`config.mk`:
```
export PLATFORM = sky130hd
export DESIGN_NAME = req_resp_delay
export DESIGN_NICKNAME = d
export VERILOG_FILES = /design/src/rtl/req_resp_pkg.sv /design/src/rtl/req_resp_fifo.sv /design/src/rtl/req_resp_delay.sv
export SDC_FILE = /design/constraint.sdc
export NUM_CORES = 1
export LEC_CHECK = 0
export ABC_AREA = 1
export BUFFER_PORTS_ARGS = -buffer_cell sky130_fd_sc_hd__clkbuf_2
export CORE_UTILIZATION = 35
export DETAILED_ROUTE_END_ITERATION = 7
export PLACE_DENSITY_LB_ADDON = 0.2
export SETUP_SLACK_MARGIN = 0.3
export SYNTH_ARGS = -nofsm -noshare
export SYNTH_HDL_FRONTEND = slang
export SYNTH_SLANG_ARGS = --single-unit
```
`constraint.sdc`:
```
create_clock -name clk -period 7 [get_ports clk]
set_input_delay 1.4 -clock clk [delete_from_list [all_inputs] [get_ports clk]]
set_output_delay 1.4 -clock clk [all_outputs]
set_load 0.05 [all_outputs]
```
`src/rtl/req_resp_pkg.sv`:
```
// Shared types and default sizing for the request/response delay block.
// Pure declarations: no latency and no flow control of its own.
package req_resp_pkg;

  typedef enum logic {
    IDLE   = 1'b0,
    ACTIVE = 1'b1
  } state_e;

  localparam int DEPTH_DEF     = 4;
  localparam int CNT_W_DEF     = 8;
  localparam int DELAY_RST_DEF = 4;

endpackage

```
`src/rtl/req_resp_fifo.sv`:
```
// In-order deadline store: DEPTH x W synchronous FIFO, registered count, flush wins.
// Push on a full FIFO is taken only when a pop happens on the same edge.
module req_resp_fifo #(
  parameter int DEPTH = 4,
  parameter int W     = 9
) (
  input  logic                       clk,
  input  logic                       rst_n,
  input  logic                       push_i,
  input  logic                       pop_i,
  input  logic                       flush_i,
  input  logic [W-1:0]               din_i,
  output logic [W-1:0]               dout_o,
  output logic                       full_o,
  output logic                       empty_o,
  output logic [$clog2(DEPTH+1)-1:0] count_o
);

  localparam int AW = (DEPTH > 1) ? $clog2(DEPTH) : 1;
  localparam int CW = $clog2(DEPTH + 1);

  logic [W-1:0]  mem_q [DEPTH];
  logic [AW-1:0] rd_ptr_q, rd_ptr_d;
  logic [AW-1:0] wr_ptr_q, wr_ptr_d;
  logic [CW-1:0] count_q, count_d;
  logic          do_push, do_pop;

  function automatic logic [AW-1:0] ptr_inc(input logic [AW-1:0] p);
    return (p == AW'(DEPTH - 1)) ? '0 : p + AW'(1);
  endfunction

  assign full_o  = (count_q == CW'(DEPTH));
  assign empty_o = (count_q == '0);
  assign count_o = count_q;
  assign dout_o  = mem_q[rd_ptr_q];
  assign do_pop  = pop_i & ~empty_o;
  assign do_push = push_i & (~full_o | do_pop);

  always_comb begin
    rd_ptr_d = rd_ptr_q;
    wr_ptr_d = wr_ptr_q;
    count_d  = count_q;
    if (flush_i) begin
      rd_ptr_d = '0;
      wr_ptr_d = '0;
      count_d  = '0;
    end else begin
      if (do_pop) begin
        rd_ptr_d = ptr_inc(rd_ptr_q);
      end
      if (do_push) begin
        wr_ptr_d = ptr_inc(wr_ptr_q);
      end
      case ({do_push, do_pop})
        2'b10:   count_d = count_q + CW'(1);
        2'b01:   count_d = count_q - CW'(1);
        default: count_d = count_q;
      endcase
    end
  end

  always_ff @(posedge clk) begin
    if (!rst_n) begin
      rd_ptr_q <= '0;
      wr_ptr_q <= '0;
      count_q  <= '0;
    end else begin
      rd_ptr_q <= rd_ptr_d;
      wr_ptr_q <= wr_ptr_d;
      count_q  <= count_d;
    end
  end

  // Storage needs no reset: entries are only read once counted in.
  always_ff @(posedge clk) begin
    if (do_push && !flush_i) begin
      mem_q[wr_ptr_q] <= din_i;
    end
  end

endmodule

```
`src/rtl/req_resp_delay.sv`:
```
// Acks each accepted request exactly D cycles later via timestamped in-order deadlines.
// No backpressure: requests beyond DEPTH outstanding are dropped and flagged in overflow_o.
module req_resp_delay
  import req_resp_pkg::*;
#(
  parameter int DEPTH     = DEPTH_DEF,
  parameter int CNT_W     = CNT_W_DEF,
  parameter int DELAY_RST = DELAY_RST_DEF
) (
  input  logic                       clk,
  input  logic                       rst_n,
  input  logic                       en_i,
  input  logic                       req_i,
  input  logic [CNT_W-1:0]           delay_i,
  input  logic                       flush_i,
  input  logic                       clr_ovf_i,
  output logic                       ack_o,
  output logic                       busy_o,
  output logic [$clog2(DEPTH+1)-1:0] outstanding_o,
  output logic                       overflow_o,
  output logic [CNT_W-1:0]           delay_o
);

  localparam int TW = CNT_W + 1;
  localparam int OW = $clog2(DEPTH + 1);
  localparam logic [CNT_W-1:0] DELAY_RST_V =
    (DELAY_RST == 0) ? CNT_W'(1) : CNT_W'(DELAY_RST);

  state_e           state_q;
  logic [TW-1:0]    ts_q, ts_d;
  logic [CNT_W-1:0] delay_q, delay_d, delay_norm;
  logic             ack_q, ack_d;
  logic             ovf_q, ovf_d;

  logic [TW-1:0]    head, deadline;
  logic             fifo_full, fifo_empty;
  logic [OW-1:0]    fifo_cnt;
  logic             req_v, retire, accept, bypass, push, pop;

  assign ts_d       = ts_q + TW'(1);
  assign delay_norm = (delay_i == '0) ? CNT_W'(1) : delay_i;
  assign deadline   = ts_q + {1'b0, delay_q};

  // Matching against the post-edge timestamp makes ack_o visible right at T+D.
  assign req_v  = req_i & en_i & ~flush_i;
  assign retire = ~fifo_empty & (head == ts_d);
  assign accept = req_v & (~fifo_full | retire);
  // D=1 acks on the accepting edge itself, so such requests never touch the FIFO.
  assign bypass = accept & (delay_q == CNT_W'(1));
  assign push   = accept & ~bypass;
  assign pop    = retire & ~flush_i;

  assign ack_d   = pop | bypass;
  assign ovf_d   = (req_v & ~accept) | (ovf_q & ~clr_ovf_i);
  assign delay_d = (fifo_empty & ~accept) ? delay_norm : delay_q;

  req_resp_fifo #(
    .DEPTH (DEPTH),
    .W     (TW)
  ) u_fifo (
    .clk     (clk),
    .rst_n   (rst_n),
    .push_i  (push),
    .pop_i   (pop),
    .flush_i (flush_i),
    .din_i   (deadline),
    .dout_o  (head),
    .full_o  (fifo_full),
    .empty_o (fifo_empty),
    .count_o (fifo_cnt)
  );

  always_ff @(posedge clk) begin
    if (!rst_n) begin
      ts_q    <= '0;
      delay_q <= DELAY_RST_V;
      ack_q   <= 1'b0;
      ovf_q   <= 1'b0;
    end else begin
      ts_q    <= ts_d;
      delay_q <= delay_d;
      ack_q   <= ack_d;
      ovf_q   <= ovf_d;
    end
  end

  always_ff @(posedge clk) begin
    if (!rst_n) begin
      state_q <= IDLE;
    end else begin
      case (state_q)
        IDLE: begin
          if (push) begin
            state_q <= ACTIVE;
          end
        end
        ACTIVE: begin
          if (flush_i || (pop && !push && fifo_cnt == OW'(1))) begin
            state_q <= IDLE;
          end
        end
        default: state_q <= IDLE;
      endcase
    end
  end

  assign ack_o         = ack_q;
  assign busy_o        = (state_q == ACTIVE);
  assign outstanding_o = fifo_cnt;
  assign overflow_o    = ovf_q;
  assign delay_o       = delay_q;

endmodule

```
=== Yosys cells after proc, flatten, opt, wreduce, memory -nomap -nowiden ===
Memory sizes are Yosys's and may differ from the RTL's. A register that Yosys moved wholly into a read port is not among the register bits.
Index checks and enable logic that the tools add are counted.

* Register bits after elaboration: 27
* Bits in writable memories: 36
* Input port bits: 14
* Output and inout port bits: 14
* Word-level logic and storage cells: 68
* Memories: 1

* $add $sub $neg: 6
* Equality and inequality tests: 8
* Multiplexer cells: 11
* Bitwise logic cells: 24
* Reduce and logical (&&, ||, !) cells: 10

{| class="wikitable"
|+ Memories
! memory !! depth !! width !! read ports !! clocked after Yosys merged registers in !! wr ports !! line !! RTL
|-
| u_fifo.mem_q || 4 || 9 || 1 || 1 || 1 || req_resp_fifo.sv:22 || <nowiki>logic [W-1:0] mem_q [DEPTH];</nowiki>
|}

{| class="wikitable"
|+ Operator list
! operator !! count
|-
| $and A1 B1 Y1 || 12
|-
| $add A9 B1 Y9 const B || 1
|-
| $add A9 B8 Y9 || 1
|-
| $eq A9 B9 Y1 || 1
|-
| $eq A8 B1 Y1 const B || 1
|-
| $logic_not A8 Y1 || 1
|-
| $mux W2 || 4
|-
| $mux W8 || 1
|-
| $not A1 Y1 || 8
|-
| $eq A2 B2 Y1 const B || 3
|-
| $pmux W3 S2 || 1
|-
| $add A2 B1 Y2 const B || 2
|-
| $mux W1 || 4
|-
| $or A1 B1 Y1 || 4
|-
| $add A3 B1 Y3 const B || 1
|-
| $eq A3 B1 Y1 const B || 1
|-
| $eq A3 B3 Y1 const B || 1
|-
| $logic_and A1 B1 Y1 || 3
|-
| $logic_not A3 Y1 || 1
|-
| $sub A3 B1 Y3 const B || 1
|-
| $eq A2 B1 Y1 const B || 1
|-
| $logic_not A1 Y1 || 2
|-
| $pmux W1 S2 || 1
|-
| $reduce_bool A2 Y1 || 1
|-
| 2 further kinds || 2
|}

=== Logic depth before layout (Yosys ltp) ===
* Depth in word-level cells: 14
* Gate-level depth with buffers: 20
* Depth with buffers taken out: 19

=== By module ===
A second synthesis with hierarchy kept.

* Cells, all modules: 370
* Area total of the unflattened synthesis: 3343.2 um2

{| class="wikitable"
|+ By module, submodules not included
! module !! times used !! cells each !! area each (um2) !! seq. area each (um2)
|-
| req_resp_fifo || 1 || 161 || 1893.1 || 1261.2
|-
| req_resp_delay || 1 || 209 || 1450.1 || 400.4
|}

=== Worst setup path before layout ===
OpenSTA, ideal clock, no wires.

* Path type: input port to flip-flop
* Start: in flush_i
* End: reg u_fifo.count_q[2], in the netlist u_fifo.count_o[2]
* Setup time: 0.122 ns
* Data arrival time: 2.482 ns
* Path slack: 4.396 ns
* Stages: 9
* Path buffers: 0
* Path through: inv_1 > nand3_1 > inv_1 > nand3_4 > ha_1 > nor2_1 > o21ai_0 > o21ai_0 > a21oi_1

* Longest elaborated chain between the ends: 9
* Elaborated cells between the ends (all ways): 15

{| class="wikitable"
|+ RTL lines
! what !! line !! RTL
|-
| start, declared || req_resp_delay.sv:15 || <nowiki>input logic flush_i,</nowiki>
|-
| $not A1 Y1 || req_resp_delay.sv:45, req_resp_delay.sv:51 ||
|-
| $and A1 B1 Y1 || req_resp_delay.sv:45 || <nowiki>assign req_v = req_i & en_i & ~flush_i;</nowiki>
|-
| $and A1 B1 Y1 || req_resp_delay.sv:47 || <nowiki>assign accept = req_v & (~fifo_full | retire);</nowiki>
|-
| $and A1 B1 Y1 || req_resp_delay.sv:49 || <nowiki>assign bypass = accept & (delay_q == CNT_W'(1));</nowiki>
|-
| $not A1 Y1 || req_resp_delay.sv:50 || <nowiki>assign push = accept & ~bypass;</nowiki>
|-
| $and A1 B1 Y1 || req_resp_delay.sv:50 ||
|-
| $and A1 B1 Y1 || req_resp_fifo.sv:37 || <nowiki>assign do_push = push_i & (~full_o | do_pop);</nowiki>
|-
| $eq A2 B1 Y1 / $eq A2 B2 Y1 (equally long branches) || req_resp_fifo.sv:54 || <nowiki>case ({do_push, do_pop})</nowiki>
|-
| $pmux W3 S2 / $reduce_bool A2 Y1 (equally long branches) || -- ||
|-
| end signal, assigned || req_resp_fifo.sv:70 || <nowiki>count_q <= count_d;</nowiki>
|-
| end, declared || req_resp_fifo.sv:25 || <nowiki>logic [CW-1:0] count_q, count_d;</nowiki>
|}

Several ways; a longest one is shown, not always the timed one.
A chain may end at the register's enable or synchronous reset.

==> results.txt <==
----------------------------------------------------
[Run status]
  Run status ... completed

[Clocking]
  Clock insertion delay at the later pin of the skew report ... 0.35 ns
  Post-cts sizing count ... 0
  Maximum clock insertion buffer count ... 2
  Clock-pin slew on the worst setup and hold paths ... 0.08 ns
  Number of sinks handled by clock tree synthesis ... 65
  Post-CTS Repair Setup Buffers ... 0
  Clock tree from TritonCTS ... yes
  Hold Buf Count CTS ... 0
  Number of clock buffers inserted by TritonCTS ... 9
  Cell chosen for the clock root ... sky130_fd_sc_hd__clkbuf_8
  H-tree level count ... 3

[Route]
  Wire length per cell ... 14.1 microns
  Sum of routed wire length over all layers ... 8.05 mm
  DRT Pass-1 Iters ... 4
  Number of routed nets with antenna violations ... 0
  Total number of vias ... 2,654
  Count of routing violations after the opening detailed-route iteration ... 145
  Via density per instance ... 4.66
  DRC viols ... 0

[Worst setup path]
  Register-to-Register Path Depth ... 12
  Startpoint Class ... register
  Terminus of the critical flop-to-flop path ... u_fifo.mem_q[3][6]$_DFFE_PP_
  Critical path class ... reg -> reg
  Crit path max fanout ... 19
  Reg2reg setup slack ... 4.01 ns
  Required time worst endpoint ... 6.97 ns
  Critical path endpoint category ... register
  Worst Setup EP ... u_fifo.mem_q[3][6]$_DFFE_PP_
  Arrival time of the worst setup path ... 2.96 ns

[Synthesis]
  Number of enable-type register cells in the synthesized netlist ... 36
  Flip-flop cell with the highest count after synthesis ... sky130_fd_sc_hd__edfxtp_1
  Cell with the most instances after synthesis ... sky130_fd_sc_hd__nand2_1
  Synth Cell Area ... 3400 sq um
  Synthesized flop and latch total ... 65
  Average size of a mapped cell ... 8.43 sq um
  Net count after synthesis ... 438
  Synthesized instance count ... 404
  Largest area contributor in the synthesized netlist ... sky130_fd_sc_hd__edfxtp_1
  Count of warnings emitted by yosys ... 0
  Proportion of netlist area held by the largest area contributor ... 0.318
  Synth cell count leaders ... 113 x sky130_fd_sc_hd__nand2_1, 55 x sky130_fd_sc_hd__inv_1, 37 x sky130_fd_sc_hd__nor2_1, 36 x sky130_fd_sc_hd__edfxtp_1, 31 x sky130_fd_sc_hd__nand3_1
  Sequential cell area fraction in the yosys report ... 0.488
  FFs w/ async S/R, synth ... 0
  Distinct cell type count of the synthesized netlist ... 35
  Ranking of synthesized cells by area ... sky130_fd_sc_hd__edfxtp_1 32%, sky130_fd_sc_hd__dfxtp_1 17%, sky130_fd_sc_hd__nand2_1 12%

[Global routing]
  Number of global-route vias before repair ... 2,605
  Remaining global-route overflow ... 0
  Antenna violations before repair ... 0
  Global-route usage over all layers ... 0.175
  First-pass GRT wire length ... 12.9 mm
  Pin count of the biggest net entering global routing ... 20

[Layout]
  Ant diodes ... 0
  Area delta synth->final ... 13.6%
  Fraction of layout instances using a drive strength above 1 ... 0.143
  Post-layout nets ... 470
  Final Cell Area ... 3870 sq um

[Die]
  Area of the die ... 10,100 sq um
  I/O pin count ... 28
  Core Area ... 9330 sq um
  Placement Rows ... 35
  Starting density of the core ... 0.365
  Chip Height ... 101 microns
  Die Width ... 101 microns

[Timing]
  Final count of pins violating max slew ... 0
  Highest clock frequency the design can meet ... 334 MHz
  Max-Slew Margin vs Limit ... 0.489
  Final clock skew ... 0.0158 ns
  RSZ-0062 raised after global routing ... false
  Final setup violation count ... 0
  Shortest period the worst path allows ... 2.99 ns
  Slew at the pin closest to its max-slew limit ... 0.765 ns
  Ratio of final minimum period to clock period ... 0.427
  Total negative setup slack ... 0 ns
  Final hold viol count ... 0

[Flow run]
  MaxCap Viol Count ... 0

[Power and ir drop]
  Power per Cell Area ... 226 nW/um^2
  Largest vdd supply drop ... 0.104 mV
  Leakage ... 1.72 nW

[Place]
  HPWL after DPL ... 6.23 mm
  Number of port buffers ... 27
  Final estimated routing congestion in global placement ... 0.832
  Placement-stage cell area ... 3640 sq um

[Min path]
  Hold WC Path Type ... reg -> reg

----------------------------------------------------
worst max-delay path: stages, from the launching register on:
cell	delay (ns)
sky130_fd_sc_hd__dfxtp_1	0.82
sky130_fd_sc_hd__inv_8	0.14
sky130_fd_sc_hd__nand2_1	0.11
sky130_fd_sc_hd__nand3_1	0.10
sky130_fd_sc_hd__nand2_1	0.17
sky130_fd_sc_hd__nand2_1	0.07
sky130_fd_sc_hd__nand2_1	0.10
sky130_fd_sc_hd__nand2_1	0.07
sky130_fd_sc_hd__nor2_2	0.13
sky130_fd_sc_hd__nand2_2	0.09
sky130_fd_sc_hd__nand2_4	0.09
sky130_fd_sc_hd__nand3_4	0.13
sky130_fd_sc_hd__nor2_1	0.61
placed cells by master, fill, tap and decap left out, types with 3 or more instances in the layout:
cell type,synthesis,routed
sky130_fd_sc_hd__edfxtp_1,36,36
sky130_fd_sc_hd__nor2_1,37,37
sky130_fd_sc_hd__nand3_2,4,4
sky130_fd_sc_hd__nand2_2,7,7
sky130_fd_sc_hd__a21oi_1,16,16
sky130_fd_sc_hd__nor4_1,3,3
sky130_fd_sc_hd__nor2_2,4,4
sky130_fd_sc_hd__inv_1,55,55
sky130_fd_sc_hd__nand2_1,113,113
sky130_fd_sc_hd__nand4_1,3,3
sky130_fd_sc_hd__clkbuf_2,0,27
sky130_fd_sc_hd__clkbuf_8,0,9
sky130_fd_sc_hd__dfxtp_1,29,29
sky130_fd_sc_hd__o21ai_0,15,15
sky130_fd_sc_hd__ha_1,19,19
sky130_fd_sc_hd__nand3_1,31,31
sky130_fd_sc_hd__xor2_1,6,6
where the power goes:
| part | total [mW] | leakage (nW) | internal (mW) | switching (mW) |
|---|---|---|---|---|
| Combinational | 0.0883 | 1.05 | 0.0251 | 0.0633 |
| Clock | 0.363 | 0.106 | 0.203 | 0.159 |
| Sequential | 0.425 | 0.566 | 0.416 | 0.00841 |
final cells by class:
class	instances	area, sq um
clock buffers	9	124
clock inverters	7	101
fillers	934	5460
inverters	58	225
multi-input cells	275	1460
flip-flops and latches	65	1660
well taps	129	161
repair buffers	27	135
metal layers:
metal | wire, microns | track usage | part of all wire | up-vias
met1 | 3880 | 0.227 | 0.48 | 1215
met4 | 215 | 0.0825 | 0.027 | 0
met5 | 0 | 0 | 0 | -
met2 | 3670 | 0.280 | 0.46 | 51
met3 | 282 | 0.0340 | 0.035 | 17
li1 | - | - | - | 1371
how the worst min path moves through the flow:
stage	startpoint	to	slack (ns)	cells past startpoint
floorplan	u_fifo.rd_ptr_q[1]$_SDFFE_PP0P_	register	0.44	2
global placement	u_fifo.rd_ptr_q[1]$_SDFFE_PP0P_	u_fifo.rd_ptr_q[1]$_SDFFE_PP0P_	0.46	2
detailed placement	u_fifo.rd_ptr_q[1]$_SDFFE_PP0P_	u_fifo.rd_ptr_q[1]$_SDFFE_PP0P_	0.47	2
CTS	u_fifo.rd_ptr_q[1]$_SDFFE_PP0P_	u_fifo.rd_ptr_q[1]$_SDFFE_PP0P_	0.48	2
global route	overflow_o$_SDFF_PN0_	overflow_o$_SDFF_PN0_	0.50	2
finish	u_fifo.rd_ptr_q[1]$_SDFFE_PP0P_	u_fifo.rd_ptr_q[1]$_SDFFE_PP0P_	0.47	2
registers in the layout, indices dropped and copies added (netlist names), named ones only:
| signal | flops |
|---|---|
| u_fifo.mem_q | 36 |
| u_fifo.count_o | 3 |
| u_fifo.rd_ptr_q | 2 |
| u_fifo.wr_ptr_q | 2 |
| overflow_o | 1 |
| delay_o | 8 |
| ts_q | 9 |
| busy_o | 1 |
| ack_o | 1 |
metrics by stage:
step | hold WS [ns] | total power [mW] | std cells | setup slack [ns] | utilization
final | 0.471 | 0.876 | 570 | 4.01 | 0.415
after global routing | 0.501 | 0.908 | 570 | 3.62 | 0.415
after CTS | 0.478 | 0.882 | 570 | 3.98 | 0.415
after detailed placement | 0.469 | 0.523 | 554 | 3.92 | 0.391
after global placement | 0.461 | 0.522 | 554 | 3.92 | 0.391
after floorplan | 0.439 | 0.491 | 404 | 4.40 | -
logic make-up (layout without fill, tap and decap cells):
group,Yosys count,in the layout,share of synthesized area
xor+xnor,8,8,0.0206
buf+inv,64,101,0.0831
simple gates,211,211,0.275
compound gates,36,36,0.0573
flops,65,65,0.488
fa+ha+maj,20,20,0.0757
No activity file was read; power rests on OpenSTA's default activity.
